--- src/rtl/rst_seq_pkg.sv ---
// Shared types and sizing helpers for the rst_seq reset sequencer.
package rst_seq_pkg;

    localparam int STATE_W = 2;

    typedef enum logic [STATE_W-1:0] {
        WAIT_LOCK = 2'd0,
        SEQ       = 2'd1,
        RUN       = 2'd2
    } state_t;

    function automatic int cnt_w(input int stage_dly);
        return (stage_dly < 1) ? 1 : $clog2(stage_dly + 1);
    endfunction

endpackage

--- src/rtl/rst_seq_lockfilt.sv ---
// PLL lock synchroniser plus saturating "lock has been stable" filter.
module rst_seq_lockfilt #(
    parameter int LOCK_FILT = 4
) (
    input  logic clk,
    input  logic reset_n,
    input  logic pll_lock,
    output logic lock_s,
    output logic lock_ok
);

    localparam int FW = $clog2(LOCK_FILT + 1);
    localparam logic [FW-1:0] FILT_MAX = FW'(LOCK_FILT);

    logic          sync_q;
    logic [FW-1:0] filt_cnt;

    always_ff @(posedge clk or negedge reset_n) begin
        if (!reset_n) begin
            sync_q   <= 1'b0;
            lock_s   <= 1'b0;
            filt_cnt <= '0;
        end else begin
            sync_q <= pll_lock;
            lock_s <= sync_q;
            if (!lock_s)
                filt_cnt <= '0;
            else if (filt_cnt != FILT_MAX)
                filt_cnt <= filt_cnt + FW'(1);
        end
    end

    assign lock_ok = (filt_cnt == FILT_MAX);

endmodule

--- src/rtl/rst_seq.sv ---
// Multi-domain reset sequencer: filtered PLL lock, then ordered channel release.
// Optional watchdog re-sequencing is built only when RST_SEQ_WDT_EN is defined.
//
//   state     | meaning
//   WAIT_LOCK | all channels held, waiting for a filtered PLL lock
//   SEQ       | releasing channel `stage` after STAGE_DLY unheld cycles
//   RUN       | every channel released
module rst_seq
    import rst_seq_pkg::*;
#(
    parameter int NUM_CH     = 4,
    parameter int STAGE_DLY  = 255,
    parameter int LOCK_FILT  = 4,
    parameter int WDT_CYCLES = 24000000
) (
    input  logic               clk,
    input  logic               reset_n,
    input  logic               pll_lock,
    input  logic [NUM_CH-1:0]  ch_hold,
    input  logic               sw_req,
    input  logic               wdt_kick,
    output logic [NUM_CH-1:0]  ch_reset,
    output logic               all_done,
    output logic               wdt_flag,
    output logic [STATE_W-1:0] state_o
);

    localparam int CW = cnt_w(STAGE_DLY);
    localparam int KW = (NUM_CH > 1) ? $clog2(NUM_CH) : 1;
    localparam logic [CW-1:0] DLY_LAST = CW'(STAGE_DLY - 1);
    localparam logic [KW-1:0] K_LAST   = KW'(NUM_CH - 1);

    state_t            state, state_nx;
    logic [KW-1:0]     stage, stage_nx;
    logic [CW-1:0]     dly_cnt, dly_cnt_nx;
    logic [NUM_CH-1:0] ch_reset_nx;
    logic              all_done_nx;
    logic              lock_s, lock_ok;
    logic              restart;

    rst_seq_lockfilt #(.LOCK_FILT(LOCK_FILT)) u_lockfilt (
        .clk      (clk),
        .reset_n  (reset_n),
        .pll_lock (pll_lock),
        .lock_s   (lock_s),
        .lock_ok  (lock_ok)
    );

`ifdef RST_SEQ_WDT_EN
    localparam int WW = $clog2(WDT_CYCLES + 1);
    localparam logic [WW-1:0] WDT_LAST = WW'(WDT_CYCLES - 1);

    logic [WW-1:0] wdt_cnt;
    logic          wdt_fire;

    // A kick in the expiry cycle suppresses the fire.
    assign wdt_fire = (state == RUN) && !wdt_kick && (wdt_cnt == WDT_LAST);

    always_ff @(posedge clk or negedge reset_n) begin
        if (!reset_n) begin
            wdt_cnt  <= '0;
            wdt_flag <= 1'b0;
        end else begin
            if (state != RUN || wdt_kick || wdt_fire)
                wdt_cnt <= '0;
            else
                wdt_cnt <= wdt_cnt + WW'(1);
            if (wdt_fire)
                wdt_flag <= 1'b1;
        end
    end

    assign restart = sw_req | wdt_fire;
`else
    localparam int unused_wdt_cycles = WDT_CYCLES;
    logic unused_kick;
    assign unused_kick = wdt_kick;
    assign wdt_flag    = 1'b0;
    assign restart     = sw_req;
`endif

    always_comb begin
        state_nx    = state;
        stage_nx    = stage;
        dly_cnt_nx  = dly_cnt;
        ch_reset_nx = ch_reset;
        all_done_nx = all_done;
        case (state)
            WAIT_LOCK: begin
                ch_reset_nx = '1;
                all_done_nx = 1'b0;
                if (lock_ok) begin
                    state_nx   = SEQ;
                    stage_nx   = '0;
                    dly_cnt_nx = '0;
                end
            end
            SEQ, RUN: begin
                // Lock loss outranks any restart request.
                if (!lock_s || restart) begin
                    state_nx    = lock_s ? SEQ : WAIT_LOCK;
                    ch_reset_nx = '1;
                    all_done_nx = 1'b0;
                    stage_nx    = '0;
                    dly_cnt_nx  = '0;
                end else if (state == SEQ) begin
                    if (ch_hold[stage]) begin
                        dly_cnt_nx = '0;
                    end else if (dly_cnt == DLY_LAST) begin
                        ch_reset_nx[stage] = 1'b0;
                        dly_cnt_nx         = '0;
                        if (stage == K_LAST) begin
                            state_nx    = RUN;
                            all_done_nx = 1'b1;
                        end else begin
                            stage_nx = stage + KW'(1);
                        end
                    end else begin
                        dly_cnt_nx = dly_cnt + CW'(1);
                    end
                end
            end
            default: begin
                state_nx    = WAIT_LOCK;
                ch_reset_nx = '1;
                all_done_nx = 1'b0;
                stage_nx    = '0;
                dly_cnt_nx  = '0;
            end
        endcase
    end

    always_ff @(posedge clk or negedge reset_n) begin
        if (!reset_n) begin
            state    <= WAIT_LOCK;
            stage    <= '0;
            dly_cnt  <= '0;
            ch_reset <= '1;
            all_done <= 1'b0;
        end else begin
            state    <= state_nx;
            stage    <= stage_nx;
            dly_cnt  <= dly_cnt_nx;
            ch_reset <= ch_reset_nx;
            all_done <= all_done_nx;
        end
    end

    assign state_o = state;

endmodule

--- config.mk ---
export PLATFORM = sky130hd
export DESIGN_NAME = rst_seq
export DESIGN_NICKNAME = d
export VERILOG_FILES = /design/src/rtl/rst_seq_pkg.sv /design/src/rtl/rst_seq_lockfilt.sv /design/src/rtl/rst_seq.sv
export SDC_FILE = /design/constraint.sdc
export NUM_CORES = 1
export LEC_CHECK = 0
export BUFFER_PORTS_ARGS = -buffer_cell sky130_fd_sc_hd__buf_2
export CORE_ASPECT_RATIO = 0.8
export CORE_UTILIZATION = 51
export CTS_BUF_LIST = sky130_fd_sc_hd__clkbuf_16
export CTS_CLUSTER_SIZE = 30
export DETAILED_ROUTE_END_ITERATION = 12
export PLACE_DENSITY = 0.75
export SLEW_MARGIN = 0
export SYNTH_ARGS = -nofsm -noshare
export SYNTH_HDL_FRONTEND = slang
export SYNTH_HIERARCHICAL = 1
export SYNTH_SLANG_ARGS = --single-unit
--- constraint.sdc ---
create_clock -name clk -period 1.8 [get_ports clk]
set_input_delay 0.36 -clock clk [delete_from_list [all_inputs] [get_ports clk]]
set_output_delay 0.36 -clock clk [all_outputs]
set_load 0.01 [all_outputs]
==> reports/metrics.cfg, run 1 <==
[synthesis]
synth_seq_cells = 22
synth-seq-area-share = 0.430
synth-edff-count = 0
ys_types = 37
syn_inst = 128
syn_nets = 148
syn_area_mm2 = 0.00129
synthArstFlopShare = 1.00
syn_area_per_cell_um2 = 10.1
synth_top_area_frac = 0.349
ys_warn_count = 6
synth.area.top_cells = dfrtp_1 (35%), ha_1 (11%), dfstp_2 (8.1%), o21ai_0 (3.5%), inv_1 (3.2%)
synthFlopType = dfrtp_1
netlist.top_cell.by_area = dfrtp_1

[route]
drc_errors = 0
first_iter_violations = 15
first_pass_iters = 4
ant_nets = 0
wl_per_cell_um = 14.0
wl_um = 2650
viasPerCell = 5.59
vias = 1056

[worst_setup_path]
cp-startpoint = stage[0]$_DFFE_PN0P_
r2r-start = stage[0]$_DFFE_PN0P_
r2r_setup_slack_ns = 0.005
start_kind = flip-flop
end_kind = flip-flop
r2r-end = ch_reset[1]$_DFFE_PN1P_
critPathMaxFanout = 5
r2r_cells = 5
critPathArrivalTime_ns = 1.98
cp.required_ns = 1.99
critPathKind = reg -> reg

[place]
port_buffers = 14
dp_cells = 180
gp_congestion = 0.900
dpl.hpwl_um = 1880

[layout]
num_antenna_cells = 0
instances_no_fill = 189
final_common_cell = dfrtp_1
drive_above_1_share = 0.316
nets = 176
fillers = 166
layout_common_cells = dfrtp_1 (18), buf_2 (14), buf_4 (13)
areaGrowthSynthToFinish_pct = 23.4

[power]
finalPower_mw = 1.45
powerDensity_mw_per_mm2 = 911
ir_worst_vdd_v = 0.000754
p_leak_nw = 0.720

[die]
die-area_mm2 = 0.00274
dieHeight_um = 47.0
die_w_um = 58.3
num_rows = 15
start_util = 0.569
io_pins = 17
core-area_mm2 = 0.00227

[global_route]
overflow = 0
grt_first_pass_wirelength_um = 4100
antenna_found_initial = 0
grt_max_degree = 23
track_usage = 0.208
grt_pass1_vias = 932

[timing]
fin_crit_sh = 0.997
hold_violations = 0
period_needed_ns = 1.80
setup_viol = 0
rsz0062_at_grt = yes
max_freq_mhz = 557
slew_viol_final = 0
fin_worst_skew_ns = 0.00205

[clock_tree]
cts_max_level = 1
cts.sinks = 22
clk_pin_slew_ns = 0.06
cts_tree = built
cts_max_path_buffers = 2
insertion_delay_ns = 0.25
cts-root-buf = clkbuf_16
numCtsBuffers = 3
hold_buffers = 0

[run_status]
status = finished clean

[run]
maxCapViolations = 0

[worst_hold_path]
min_path_type = in -> async

-- layer usage --
metal	global-route usage	vias up	wire length (µm)
met5	0	-	0
met4	0.0952	0	39
met3	0.0496	4	73
met2	0.333	20	1260
met1	0.276	507	1280
li1	-	525	-
-- layout make-up --
| cell class | count | area (µm²) | share of cell area |
|---|---|---|---|
| tap | 34 | 42.5 | 0.0267 |
| inverter | 11 | 41.3 | 0.0259 |
| sequential | 22 | 556 | 0.349 |
| clock inverter | 1 | 3.75 | 0.00236 |
| timing repair buffer | 28 | 179 | 0.112 |
| multi-input combinational | 90 | 696 | 0.437 |
| clock buffer | 3 | 75.1 | 0.0471 |
-- Yosys cell counts (2+ instances only) --
library cell,n
and3_1,4
a221oi_1,2
a31oi_1,2
nor3_1,3
a31o_1,2
a21o_1,3
dfstp_2,4
nor2_1,3
o21a_1,2
clkbuf_1,3
a22o_1,2
a21oi_1,3
nand2b_1,2
nand3_1,8
inv_1,11
a2111oi_0,3
o22ai_1,2
o21ai_0,9
dfrtp_1,18
ha_1,11
o21ai_2,2
o21ai_1,3
nand4_1,5
nand2_1,8
-- timing repair --
item                       4_1_cts  5_1_grt
setup buffers                    0        5
resized for setup                0       12
setup endpoints to repair        0       15
hold endpoints to repair         0        0
-- how the worst max path moves through the flow --
| stage | end | depth (start not counted) |
|---|---|---|
| after detailed placement | ch_reset[1]$_DFFE_PN1P_ | 6 |
| after floorplan | stage[0]$_DFFE_PN0P_ | 4 |
| after CTS | ch_reset[1]$_DFFE_PN1P_ | 5 |
| after global routing | ch_reset[1]$_DFFE_PN1P_ | 7 |
| final | ch_reset[1]$_DFFE_PN1P_ | 5 |
| after global placement | dly_cnt[4]$_DFFE_PN0P_ | 6 |
-- sequential cells by signal, summed over array words and instances, names as in the netlist --
signal	flops
state_o	2
u_lockfilt/sync_q	1
all_done	1
ch_reset	4
dly_cnt	8
stage	2
u_lockfilt/lock_s	1
u_lockfilt/filt_cnt	3
-- report_power, final --
group          internal (mW)  switching, mW  total [mW]
registers              0.523         0.0220       0.545
logic                  0.193          0.250       0.443
clock network          0.296          0.167       0.463
total                   1.01          0.439        1.45
-- stage by stage --
stage          hold slack [ns]  utilization  setup slack [ns]  TNS (ns)  area, µm²
6_report                0.0666        0.701           0.00459         0       1590
5_1_grt                  0.107        0.701           -0.0467    -0.196       1590
4_1_cts                 0.0780        0.673            0.0156         0       1530
3_5_place_dp             0.343        0.638           -0.0131   -0.0211       1450
3_3_place_gp             0.333        0.638           0.00704         0       1450
2_1_floorplan           0.0644            -            0.0285         0       1290
-- logic make-up after synthesis --
logic type	synth area share
other	0.00290
buffers and inverters	0.0494
muxes	0.0252
AOI/OAI and AO/OA	0.199
DFF	0.430
and+or+nand+nor	0.187
adders and majority gates	0.107
-- critical path, stage by stage, from the launching register on --
cell     delay [ns]
dfrtp_1        0.37
mux4_2         0.61
nor4b_4        0.31
buf_4          0.20
nand2_2        0.06
a21o_1         0.18
(Power assumes the default switching activity.)
==> run 2: changes to the inputs <==
CORE_ASPECT_RATIO = 1.4   (was 0.8)
CORE_UTILIZATION = 55   (was 51)
PLACE_DENSITY = 0.77   (was 0.75)
SETUP_SLACK_MARGIN = 0.4   (was default)
clock period = 1.81 ns   (was 1.8 ns; I/O delays follow)
==> run 2 against run 1 <==
- the run now ends with setup timing left
- global-route usage up 0.31 points
- cell count is 4.8% lower
- hold slack is essentially flat
- combinational power is 24% higher
- critical path depth up 1
- non-clock buffer count grew 2
- register-to-register slack worse by 0.04 ns
- routed wire length is 8.9% higher
- sequential power about the same
- count of clock-buffer cells in the layout did not move
- highest routed layer unchanged
==> reports/metrics.cfg, run 2 (same netlist as run 1, synthesis figures left out) <==
[run_status]
status = finished, violations left
violations = setup timing

[worst_hold_path]
min_path_type = in -> async

[worst_setup_path]
cpMostUsedCell = buf_4
cp-startpoint = stage[0]$_DFFE_PN0P_
critPathMaxFanout = 6
max_stage_delay_ns = 0.62
cp.required_ns = 2.01
end_kind = flip-flop
critPathArrivalTime_ns = 2.04
cp_top_family = multiplexers
slowest_stage = mux4_2
critical_path_buf_inv_count = 2
crit_chain = mux4_2, buf_4, nor4_4, buf_4, o21ai_0, a21bo_2
start_kind = flip-flop
r2r-start = stage[0]$_DFFE_PN0P_
critPathKind = reg -> reg

[clock_tree]
numCtsBuffers = 3
cts_tree = built
cts_max_path_buffers = 2
clk_pin_slew_ns = 0.06
cts.sinks = 22
hold_buffers = 0
insertion_delay_ns = 0.25
cts_max_level = 1
cts-root-buf = clkbuf_16

[layout]
drive_above_1_share = 0.399
nets = 179
layout_common_cells = dfrtp_1 (18), buf_4 (16), buf_2 (14)
final_common_cell = dfrtp_1
largestRegisters = dly_cnt (8), ch_reset (4), u_lockfilt/filt_cnt (3)
largest_reg_flops = 8
top_register = dly_cnt
num_antenna_cells = 0
areaGrowthSynthToFinish_pct = 29.5

[die]
dieHeight_um = 59.3
core-area_mm2 = 0.00220
num_rows = 20
io_pins = 17
start_util = 0.586
die_w_um = 43.0
die-area_mm2 = 0.00255

[global_route]
overflow = 0
grt_max_degree = 23
track_usage = 0.211
grt_first_pass_wirelength_um = 4080
antenna_found_initial = 0
grt_pass1_vias = 1006

[power]
powerDensity_mw_per_mm2 = 1020
ir_worst_vdd_v = 0.000764
p_leak_nw = 0.753
finalPower_mw = 1.70

[timing]
max_freq_mhz = 543
fin_crit_sh = 1.02
period_needed_ns = 1.84
fin_worst_skew_ns = 0.000960
slew_viol_final = 0
setup_tns_ns = -0.0406
rsz0062_at_grt = yes
hold_violations = 0
setup_viol = 2
setup_ws_ns = -0.0314

[route]
wl_per_cell_um = 16.0
first_iter_violations = 45
vias = 1096
ant_nets = 0
drc_errors = 0
wl_um = 2880
first_pass_iters = 4
viasPerCell = 6.09

[place]
gp_congestion = 0.788
dpl.hpwl_um = 1890
pre_cts_slack_ns = -0.0120
port_buffers = 14

[run]
maxCapViolations = 0

## run 2: cell count changes in the layout (fill, tap and decap cells not counted), moves of 2 or more
| cell | previous run | this run |
|---|---|---|
| a21oi_1 | 3 | 1 |
| buf_4 | 13 | 16 |
| o21ai_0 | 7 | 5 |
| nand3_2 | 0 | 3 |
| o21ai_1 | 5 | 3 |
| nand3_1 | 8 | 5 |
| o21ai_2 | 2 | 6 |
| a21oi_2 | 0 | 2 |
## run 2: final timing paths
path	endpoint	slack, ns	cells past startpoint
min in group clk	u_lockfilt/sync_q$_DFF_PN0_	0.21	1
worst max register to register	state_o[0]$_DFFE_PN0P_	-0.03	6
worst min-delay path	state_o[0]$_DFFE_PN0P_	0.07	1
worst max-delay path	state_o[0]$_DFFE_PN0P_	-0.03	6
worst min register to register	u_lockfilt/lock_s$_DFF_PN0_	0.36	0
max in group asynchronous	ch_reset[3]$_DFFE_PN1P_	1.38	1
## run 2: final cells by class
cell class              count  area [µm²]
inverters                  11        41.3
flip-flops and latches     22         556
multi-input cells          91         752
fillers                   154         531
repair buffers             30         190
well taps                  22        27.5
clock inverters             1        30.0
clock buffers               3        75.1
## run 2: timing repair
| action | CTS | global route |
|---|---|---|
| gates resized for setup | 6 | 16 |
| setup endpoints to repair | 17 | 17 |
| setup buffers | 1 | 6 |
| gates cloned | 0 | 1 |
| pin swaps | 5 | 8 |
## run 2: stage by stage
stage | util | hold slack [ns] | cell area [µm²] | instances
2_1_floorplan | - | 0.0664 | 1300 | 128
3_3_place_gp | 0.653 | 0.338 | 1440 | 168
3_5_place_dp | 0.653 | 0.345 | 1440 | 168
4_1_cts | 0.710 | 0.0774 | 1560 | 173
5_1_grt | 0.759 | 0.100 | 1670 | 180
6_report | 0.759 | 0.0666 | 1670 | 180
## run 2: per-layer routing
metal  routed length, µm  track usage
met1                1180        0.226
met3                  82       0.0305
met2                1580        0.403
met5                   0            0
met4                  44       0.0952
## run 2: power by group
group | leakage, nW | total [mW] | switching, mW | internal (mW)
Sequential | 0.284 | 0.543 | 0.0232 | 0.520
Clock | 0.0511 | 0.608 | 0.170 | 0.439
Combinational | 0.418 | 0.550 | 0.323 | 0.227
Total | 0.753 | 1.70 | 0.516 | 1.19
